## src/rtl/bcd_counter_n.sv

```systemverilog
// N-digit BCD up/down counter with prescaler, parallel load and wrap/borrow pulse.
// Define BCD_COUNTER_SAT_EN for saturating mode; the default build wraps.
module bcd_counter_n #(
  parameter int DIGITS   = 4,
  parameter int PRESCALE = 1
) (
  input  logic                  clk,
  input  logic                  reset,
  input  logic                  en,
  input  logic                  up,
  input  logic                  clear,
  input  logic                  load,
  input  logic [4*DIGITS-1:0]   load_val,
  output logic [4*DIGITS-1:0]   digits,
  output logic                  tick,
  output logic                  carry,
  output logic                  zero,
  output logic                  max
);

  localparam int            PW      = (PRESCALE > 1) ? $clog2(PRESCALE) : 1;
  localparam logic [PW-1:0] PS_LAST = PW'(PRESCALE - 1);

  logic [PW-1:0]       ps_reg, ps_next;
  logic [4*DIGITS-1:0] digits_reg, digits_next;
  logic                tick_reg, tick_next;
  logic                carry_reg, carry_next;

  logic [4*DIGITS-1:0] inc_val, dec_val, load_clamped;
  // nines_chain[i]: all digits below i are 9; zeros_chain[i]: all digits below i are 0
  logic [DIGITS:0]     nines_chain, zeros_chain;
  logic                all_nines, all_zeros;

  assign nines_chain[0] = 1'b1;
  assign zeros_chain[0] = 1'b1;

  genvar gi;
  generate
    for (gi = 0; gi < DIGITS; gi++) begin : g_digit
      logic [3:0] d;
      logic [3:0] lv;
      assign d  = digits_reg[4*gi +: 4];
      assign lv = load_val[4*gi +: 4];

      assign nines_chain[gi+1] = nines_chain[gi] & (d == 4'd9);
      assign zeros_chain[gi+1] = zeros_chain[gi] & (d == 4'd0);

      assign inc_val[4*gi +: 4] = !nines_chain[gi] ? d :
                                  (d == 4'd9) ? 4'd0 : d + 4'd1;
      assign dec_val[4*gi +: 4] = !zeros_chain[gi] ? d :
                                  (d == 4'd0) ? 4'd9 : d - 4'd1;
      assign load_clamped[4*gi +: 4] = (lv > 4'd9) ? 4'd9 : lv;
    end
  endgenerate

  assign all_nines = nines_chain[DIGITS];
  assign all_zeros = zeros_chain[DIGITS];

  always_comb begin
    ps_next     = ps_reg;
    digits_next = digits_reg;
    tick_next   = 1'b0;
    carry_next  = 1'b0;
    if (clear) begin
      ps_next     = '0;
      digits_next = '0;
    end else if (load) begin
      ps_next     = '0;
      digits_next = load_clamped;
    end else if (en) begin
      if (ps_reg == PS_LAST) begin
        ps_next   = '0;
        tick_next = 1'b1;
        if (up) begin
          carry_next = all_nines;
`ifdef BCD_COUNTER_SAT_EN
          if (!all_nines) digits_next = inc_val;
`else
          digits_next = inc_val;
`endif
        end else begin
          carry_next = all_zeros;
`ifdef BCD_COUNTER_SAT_EN
          if (!all_zeros) digits_next = dec_val;
`else
          digits_next = dec_val;
`endif
        end
      end else begin
        ps_next = ps_reg + PW'(1);
      end
    end
  end

  always_ff @(posedge clk) begin
    if (reset) begin
      ps_reg     <= '0;
      digits_reg <= '0;
      tick_reg   <= 1'b0;
      carry_reg  <= 1'b0;
    end else begin
      ps_reg     <= ps_next;
      digits_reg <= digits_next;
      tick_reg   <= tick_next;
      carry_reg  <= carry_next;
    end
  end

  assign digits = digits_reg;
  assign tick   = tick_reg;
  assign carry  = carry_reg;
  assign zero   = all_zeros;
  assign max    = all_nines;

endmodule
```

## config.mk

```make
export PLATFORM = sky130hd
export DESIGN_NAME = bcd_counter_n
export DESIGN_NICKNAME = d
export VERILOG_FILES = /design/src/rtl/bcd_counter_n.sv
export SDC_FILE = /design/constraint.sdc
export NUM_CORES = 1
export LEC_CHECK = 0
export CAP_MARGIN = 10
export CORE_MARGIN = 2
export CORE_UTILIZATION = 48
export DETAILED_ROUTE_END_ITERATION = 16
export PLACE_DENSITY = 0.8
export SLEW_MARGIN = 40
export SYNTH_ARGS = -nofsm -noshare
export SYNTH_HDL_FRONTEND = slang
export SYNTH_SLANG_ARGS = --single-unit
```

## constraint.sdc

```tcl
create_clock -name clk -period 2.4 [get_ports clk]
set_input_delay 0.24 -clock clk [delete_from_list [all_inputs] [get_ports clk]]
set_output_delay 0.24 -clock clk [all_outputs]
set_load 0.05 [all_outputs]
```

==> reports/metrics.cfg, run 1 <==
[power]
intPower_uw=542.1
comb_power_share_pct=36.1
clockPowerShare_pct=23.5
p_leak_uw=0.0007214
power_uw=836.3
p_per_area_nw_per_um2=411.8
seq_power_share_pct=40.5
p_sw_share_pct=35.19
vdd_ir_drop_max_mv=0.2146
p_sw_uw=294.3

[floorplan]
initial_core_util_pct=50.08
core_um2=3028
dieArea_um2=3625
rows=20
die_h_um=60.21
die_x_um=60.21
pin_count=42

[clock_network]
cts_made_buffers=3
clk_pin_slew_ns=0.12
postCtsHoldBufs=0
postCtsSetupBuffers=0
cts_buffer_depth=2
clk_latency_ns=0.30
clkSinkCount=18
cts_tree=done
root_buffer=clkbuf_4
cts_max_level=1
cts.repair.resized=0

[synthesis]
yosys_warnings=0
syn_avg_cell_area_um2=7.291
synth_edf_count=0
syn_area_um2=1516
synthXorXnorAreaFrac_pct=6.353
synthAdderAreaFrac_pct=0
synth_cell_types=53
syn_nets=230
synth_seq_cells=18
synth_area_leaders=dfxtp_1 (24%), nor2_1 (5.0%), nand2_1 (4.7%), o21ai_0 (4.6%), xnor2_1 (4.6%)
synth_top_family_by_area=simple AND/OR/NAND/NOR gates
async_flop_share_pct=0
synth_top_cell_by_area=dfxtp_1
synth_mux_area_share_pct=2.723
synth_compound_area_share_pct=28.38
ys_seq_area_share_pct=23.76
synthFlopType=dfxtp_1
synth_top_area_share_pct=23.76
synth_cells=208
synth-simple-area-share_pct=30.12

[timing]
max_slew_margin_pct=66.56
finalSetupTns_ns=0
rsz0062_at_grt=false
hold_viol=0
finalMaxSlewViolations=0
final-setup-viol-count=0
skew_ns=0.006310
tightest_slew_ns=0.5000
fmax_ghz=0.4517
fin_crit_ns=2.214
worst_slack_ns=0.1862
fin_crit_sh_pct=92.24

[cells_and_area]
finish.instance_area_um2=2031
area_growth_pct=33.91
largest_register_ffs=16
nets=265
num-fill-cells=264
antennaDiodeCount=0
drive_above_1_share_pct=10.74

[grt]
grt_max_degree=18
grt_first_pass_wirelength_mm=6.499
grt-ovfl-total=0
antenna_found_initial=0
grt_pass1_vias=1416
grt_usage_pct=23.65

[setup_path]
startpoint_type=flop
crit_cells=4
cpMaxStageDelayCell=or4_4
endpoint_kind=output pin
crit_family=simple AND/OR/NAND/NOR gates
path_cells=or4_4, nor3b_2, and4_1, buf_12
critPathKind=reg2out
slowest_delay_ns=0.56
worst-path-buf-inv=1
cp_max_fo=10
reg2reg_depth=5
cp.arrival_ns=1.97
required_ns=2.16

[routing]
vias_per_cell=5.745
vias=1643
drt_iter0_markers=75
routed_wl_mm=3.884
firstDrtPassIters=5
ant_nets=0
post-route-drc-count=0
wl_per_cell_um=13.58

[placed_design]
placed_area_um2=1994
port_buffers=41
place_congestion=0.8442
place_ws_ns=0.2976
hpwl_mm=2.896

[hold_path]
hold_class=in2reg
hold_depth=3

[status]
status=completed

[job]
maxCapViolCount=0

-- cell families (layout without fill, tap and decap cells) --
family | after synthesis | in the layout
compound gates | 59 | 59
xor+xnor | 11 | 11
buf+inv | 29 | 63
flops | 18 | 18
mux | 4 | 4
simple gates | 87 | 87
-- per-layer routing --
metal	up-vias	wire [µm]	global-route usage, %
met1	749	1815	32.29
met5	-	0	0
met4	0	61	9.524
li1	832	-	-
met2	58	1784	38.20
met3	4	223	1.948
-- power by group through the flow --
stage | Combinational (µW) | Clock [µW] | Sequential (µW)
after CTS | 301 | 201 | 338
after detailed placement | 300 | 0 | 345
final | 302 | 196 | 338
after floorplan | 164 | 0 | 373
after global placement | 298 | 0 | 345
after global routing | 327 | 217 | 342
-- worst min-delay path: stages --
cell             delay [ns]
clkdlybuf4s50_1        0.39
nor2_1                 0.09
a221oi_1               0.07
-- placed cells by master, fill, tap and decap left out, drive strengths merged, types with 3 or more instances in the layout --
| master | count |
|---|---|
| clkdlybuf4s50 | 39 |
| nor2 | 20 |
| nand2 | 19 |
| dfxtp | 18 |
| o21ai | 14 |
| buf | 13 |
| nor3 | 11 |
| a21oi | 11 |
| xnor2 | 8 |
| inv | 7 |
| nand3 | 6 |
| a221oi | 5 |
| nor4 | 4 |
| clkbuf | 4 |
| nor2b | 3 |
| nand2b | 3 |
| xor2 | 3 |
| a221o | 3 |
| mux2i | 3 |
| and3 | 3 |
| a21boi | 3 |
-- cells in the mapped netlist (6+ instances only) --
library cell	n
inv_1	7
nand3_1	6
dfxtp_1	18
a21oi_1	10
buf_2	6
nor2_1	20
xnor2_1	8
o21ai_0	14
clkbuf_1	12
nor3_1	11
nand2_1	19
-- final timing paths --
kind	from	to	slack, ns
min reg2reg	digits[9]	digits[9]	0.61
max	digits[3]	zero	0.19
min	load_val[8]	digits[8]	0.53
max reg2reg	digits[3]	digits[12]	0.45
-- layout make-up --
cell class	instances	area, µm²	share of cell area [%]
Inverter	7	26.28	1.294
Timing Repair Buffer	52	513.0	25.26
Multi-Input combinational cell	161	1040	51.20
Sequential cell	18	360.3	17.74
Clock buffer	4	36.28	1.787
Tap cell	44	55.05	2.711
-- per-stage QoR --
step	util [%]	instances	hold WS, ns
2_1_floorplan	-	208	0.3760
3_3_place_gp	65.87	282	0.5893
3_5_place_dp	65.87	282	0.5936
4_1_cts	67.07	286	0.5302
5_1_grt	67.07	286	0.5417
6_report	67.07	286	0.5330
Note: power is estimated with default switching activity, not from simulation.
==> run 2, diff against run 1 <==
Settings changed: CORE_MARGIN 2 to 1.5, SETUP_SLACK_MARGIN set to 0.3, TNS_END_PERCENT set to 30.
==> reports/metrics.cfg, run 2 (synthesis results as in run 1) <==
[grt]
antenna_found_initial=0  ; unchanged
grt_pass1_vias=1419  ; was 1,416
grt_usage_pct=23.94  ; was 23.65%
grt_first_pass_wirelength_mm=6.527  ; was 6.499 mm
grt-ovfl-total=0  ; unchanged
grt_max_degree=18  ; unchanged

[power]
intPower_uw=510.5  ; was 542.1 µW
clockPowerShare_pct=19.7  ; was 23.5%
p_sw_uw=291.6  ; was 294.3 µW
seq_power_share_pct=42.6  ; was 40.5%
power_uw=802.0  ; was 836.3 µW
vdd_ir_drop_max_mv=0.2348  ; was 0.2146 mV
p_per_area_nw_per_um2=396.9  ; was 411.8 nW/µm²
comb_power_share_pct=37.6  ; was 36.1%
p_sw_share_pct=36.35  ; was 35.19%
p_leak_uw=0.0007294  ; was 0.0007214 µW

[cells_and_area]
antennaDiodeCount=0  ; unchanged
area_growth_pct=33.25  ; was 33.91%
largest_register_ffs=16  ; unchanged
stdcell_count=284  ; was 286
layout_common_cells=clkdlybuf4s50_1 (38), nor2_1 (20), nand2_1 (19), o21ai_0 (14), dfxtp_1 (13)  ; was clkdlybuf4s50_1 (39), nor2_1 (20), nand2_1 (19), dfxtp_1 (18), o21ai_0 (14)
drive_above_1_share_pct=12.50  ; was 10.74%
final_common_cell=clkdlybuf4s50_1  ; unchanged
nets=264  ; was 265

[hold_path]
hold_class=in2reg  ; unchanged
min-delay-start=load_val[0]  ; was load_val[8]

[routing]
maxUsedRoutingLayer=met4  ; unchanged
post-route-drc-count=0  ; unchanged
route.met3.wl_um=185  ; was 223 µm
vias_per_cell=5.887  ; was 5.745
drt_iter0_markers=91  ; was 75
dr_wl_met2_mm=1.796  ; was 1.784 mm
vias=1672  ; was 1,643
wl_per_cell_um=13.68  ; was 13.58 µm
ant_nets=0  ; unchanged
firstDrtPassIters=4  ; was 5
wl_met1_mm=1.836  ; was 1.815 mm
routed_wl_mm=3.886  ; was 3.884 mm

[floorplan]
die_x_um=59.21  ; was 60.21 µm
rows=20  ; unchanged
pin_count=42  ; unchanged
core_um2=3028  ; unchanged
initial_core_util_pct=50.08  ; unchanged
dieArea_um2=3505  ; was 3625 µm²
die_h_um=59.21  ; was 60.21 µm

[setup_path]
r2r-start=digits[3]  ; unchanged
slowest_delay_ns=0.53  ; was 0.56 ns
cp_max_fo=10  ; unchanged
endpoint_kind=output pin  ; unchanged
path_cells=or4_4, nor3b_2, and4_4, buf_12  ; was or4_4, nor3b_2, and4_1, buf_12
startpoint_type=flop  ; unchanged
crit_end=zero  ; unchanged
cp-startpoint=digits[3]  ; unchanged
cp.arrival_ns=1.83  ; was 1.97 ns
cpMaxStageDelayCell=or4_4  ; unchanged
worst-path-buf-inv=1  ; unchanged
r2r_end=digits[12]  ; unchanged
crit_cells=4  ; unchanged
reg2reg_depth=5  ; unchanged
crit_family=simple AND/OR/NAND/NOR gates  ; unchanged
reg2reg_slack_ns=0.50  ; was 0.45 ns
required_ns=2.16  ; about the same
critPathKind=reg2out  ; unchanged

[clock_network]
postCtsHoldBufs=0  ; unchanged
cts_buffer_depth=2  ; unchanged
root_buffer=clkbuf_4  ; unchanged
cts_tree=done  ; unchanged
clk_pin_slew_ns=0.11  ; was 0.12 ns
clk_latency_ns=0.30  ; about the same
clkSinkCount=18  ; unchanged
cts_made_buffers=3  ; unchanged
cts_max_level=1  ; unchanged
postCtsSetupBuffers=0  ; unchanged

[job]
maxCapViolCount=0  ; unchanged

[timing]
fin_crit_ns=2.067  ; was 2.214 ns
finalMaxSlewViolations=0  ; unchanged
max_slew_margin_pct=65.66  ; was 66.56%
fmax_ghz=0.4837  ; was 0.4517 GHz
worst_slack_ns=0.3326  ; was 0.1862 ns
skew_ns=0.004646  ; was 0.006310 ns
finalSetupTns_ns=0  ; unchanged
hold_viol=0  ; unchanged
whs_ns=0.5310  ; was 0.5330 ns
tightest_slew_ns=0.5144  ; was 0.5000 ns
fin_crit_sh_pct=86.14  ; was 92.24%
rsz0062_at_grt=true  ; was false
final-setup-viol-count=0  ; unchanged

[placed_design]
port_buffers=41  ; unchanged
place_congestion=0.8683  ; was 0.8442
hpwl_mm=2.787  ; was 2.896 mm
place_ws_ns=0.3330  ; was 0.2976 ns
dp_cells=281  ; was 282

[status]
status=completed  ; unchanged

## run 2: changes by cell type in the layout (fill, tap and decap cells not counted)
cell             before  now
and4_4                0    1
clkbuf_8              1    0
dfxtp_2               0    5
clkdlybuf4s50_1      39   38
dlymetal6s2s_1        0    1
and4_1                2    1
buf_4                11   10
dfxtp_1              18   13
## run 2: how the worst min path moves through the flow
stage	slack, ns	end	cells after the start
after global routing	0.53	digits[0]	3
after global placement	0.58	digits[9]	2
after CTS	0.53	digits[8]	3
after detailed placement	0.59	digits[3]	2
after floorplan	0.37	digits[7]	2
final	0.53	digits[0]	3
## run 2: final cells by class
cell class | instances | area [µm²]
repair buffers | 51 | 508.0
multi-input cells | 161 | 1042
well taps | 44 | 55.05
fillers | 269 | 1007
clock buffers | 3 | 22.52
flip-flops and latches | 18 | 366.6
inverters | 7 | 26.28
## run 2: power groups by stage
stage	Sequential, µW	Clock (µW)	Combinational (µW)
after floorplan	374	0	165
after global routing	346	175	325
after global placement	348	0	295
after CTS	342	161	301
final	342	158	302
after detailed placement	349	0	297
## run 2: tightest hold or removal path, delay by kind of cell
| family | cells | cell delay (ns) |
|---|---|---|
| buf+inv | 1 | 0.39 |
| compound gates | 1 | 0.07 |
| simple gates | 1 | 0.08 |
## run 2: layer usage
| metal | up-vias | GRT usage, % |
|---|---|---|
| li1 | 828 | - |
| met1 | 775 | 34.14 |
| met2 | 61 | 37.36 |
| met3 | 8 | 1.965 |
| met4 | 0 | 9.091 |
| met5 | - | 0 |
## run 2: repair_timing
action	in CTS	in global routing
setup endpoints to repair	2	3
resized for setup	1	1
gates cloned	0	0
pin swaps	1	0
endpoints found under the hold margin	0	0
## run 2: stage by stage
stage	util, %	cell area, µm²
3_3_place_gp	65.87	1994
6_report	66.74	2021
5_1_grt	66.74	2021
4_1_cts	66.65	2018
3_5_place_dp	65.87	1994
2_1_floorplan	-	1539
==> RTL change, RTL diff (flow settings as in run 2) <==
Build with the macro `BCD_COUNTER_SAT_EN` defined.
--- a/src/rtl/bcd_counter_n.sv
+++ b/src/rtl/bcd_counter_n.sv
@@ -2,2 +2,4 @@
 // Define BCD_COUNTER_SAT_EN for saturating mode; the default build wraps.
+`define BCD_COUNTER_SAT_EN
+
 module bcd_counter_n #(
Check against the original RTL: not equivalent (Yosys sat finds a counterexample within 4 cycles, from zero or initial values).
==> RTL change against run 2 <==
Critical path type is now flip-flop to flip-flop. First-iteration DRC count is 41% higher. Wire length grew 12%. Critical endpoint is now digits[8]. Synthesized area rose by 6.7%. Total power grew 12%. Cell area increased by 10%. Sequential cell count unchanged. Worst setup slack worse by 0.017 ns. Register-to-register slack worse by 0.18 ns. Clock power rose by 19%.
==> RTL change: results <==
set metrics [dict create \
    slowest_delay_ns 0.43 \
    hold_path_end "digits[0]" \
    drt-initial-drc-count 128 \
    hpwl_mm 3.126 \
    p_leak_nw 0.7378 \
    synthTopCellsByCount "nor2_1, dfxtp_1, o21ai_0, nand2_1, clkbuf_1" \
    vdd_drop_max_mv 0.1958 \
    timing.rr.start "digits[10]" \
    synth_fa_ha_area_share_pct 0 \
    synth-compound-area-share_pct 31.71 \
    synth-xor-area-share_pct 4.331 \
    status "complete, no violations" \
    ys_seq_area_share_pct 22.27 \
    rr_worst_depth 6 \
    worstPathArrival_ns 2.29 \
    track_usage_pct 24.82 \
    nFillCells 257 \
    wl_per_cell_um 14.38 \
    post_drt_via_cell_ratio 6.023 \
    r2r-end "digits[8]" \
    place.gp.congestion 0.8814 \
    grt_pass1_vias 1576 \
    drive_gt1_share_pct 18.99 \
    nNetsFinal 281 \
    synth_cell_types 58 \
    grt_pass1_wl_mm 7.072 \
    crit_path_top_delay_cell "or3_1" \
    synthMuxAreaShare_pct 3.094 \
    critPathMaxFanout 11 \
    synth.area.top_cells "dfxtp_1, nor2_1, o21ai_0" \
    worst_clock_skew_ns 0.009414 \
    grt_max_degree 19 \
]
RTL change: logic make-up after synthesis:
logic type	after synthesis
DFF	18
AOI/OAI and AO/OA	75
muxes	5
xor gates and xnor gates	8
buffers and inverters	32
and+or+nand+nor	87
RTL change: final cells by class:
| class | instances | area (µm²) | area share [%] |
|---|---|---|---|
| clock buffer | 4 | 36.28 | 1.627 |
| multi-input combinational | 175 | 1231 | 55.22 |
| inverter | 10 | 37.54 | 1.684 |
| timing repair buffer | 51 | 480.5 | 21.55 |
| tap | 44 | 55.05 | 2.469 |
| sequential | 18 | 389.1 | 17.45 |
RTL change: through the flow:
step | std cells | utilization (%) | cell area [µm²] | hold slack, ns | setup slack (ns)
floorplan | 225 | - | 1728 | 0.3815 | 0.05887
global placement | 298 | 68.52 | 2143 | 0.5330 | 0.3312
detailed placement | 298 | 68.52 | 2143 | 0.5376 | 0.2198
CTS | 302 | 70.60 | 2208 | 0.5478 | 0.3171
global route | 302 | 71.28 | 2230 | 0.5719 | 0.2233
finish | 302 | 71.28 | 2230 | 0.5460 | 0.3158
RTL change: worst max path at each step:
stage	to	cells past startpoint	startpoint	slack, ns
3_5_place_dp	digits[0]	6	up	0.22
5_1_grt	digits[8]	6	digits[10]	0.22
3_3_place_gp	digits[0]	6	up	0.33
6_report	digits[8]	6	digits[10]	0.32
2_1_floorplan	digits[0]	7	digits[6]	0.06
4_1_cts	digits[8]	6	digits[8]	0.32
RTL change: worst max-delay path: cells and delay by family, from the launching register on:
family | cells | cell delay [ns]
simple gates | 3 | 0.91
flops | 1 | 0.39
compound gates | 3 | 0.70
RTL change: timing repair:
action                     in CTS  in global routing
resized for setup               4                  6
hold endpoints to repair        0                  0
setup endpoints to repair       4                 14
pin swaps                       0                  1
hold buffers                    0                  0
RTL change: routing by layer:
| layer | track usage, % | vias up | part of all wire, % |
|---|---|---|---|
| met4 | 6.522 | 0 | 0.97 |
| met3 | 2.731 | 4 | 3.9 |
| met2 | 42.40 | 44 | 50 |
| li1 | - | 906 | - |
| met5 | 0 | - | 0 |
| met1 | 33.29 | 865 | 46 |
RTL change: report_power, final:
group	leakage (nW)	switching, mW	internal (mW)
clock network	0.0210	0.0952	0.0924
registers	0.154	0.0371	0.311
logic	0.563	0.201	0.163
total	0.738	0.333	0.567
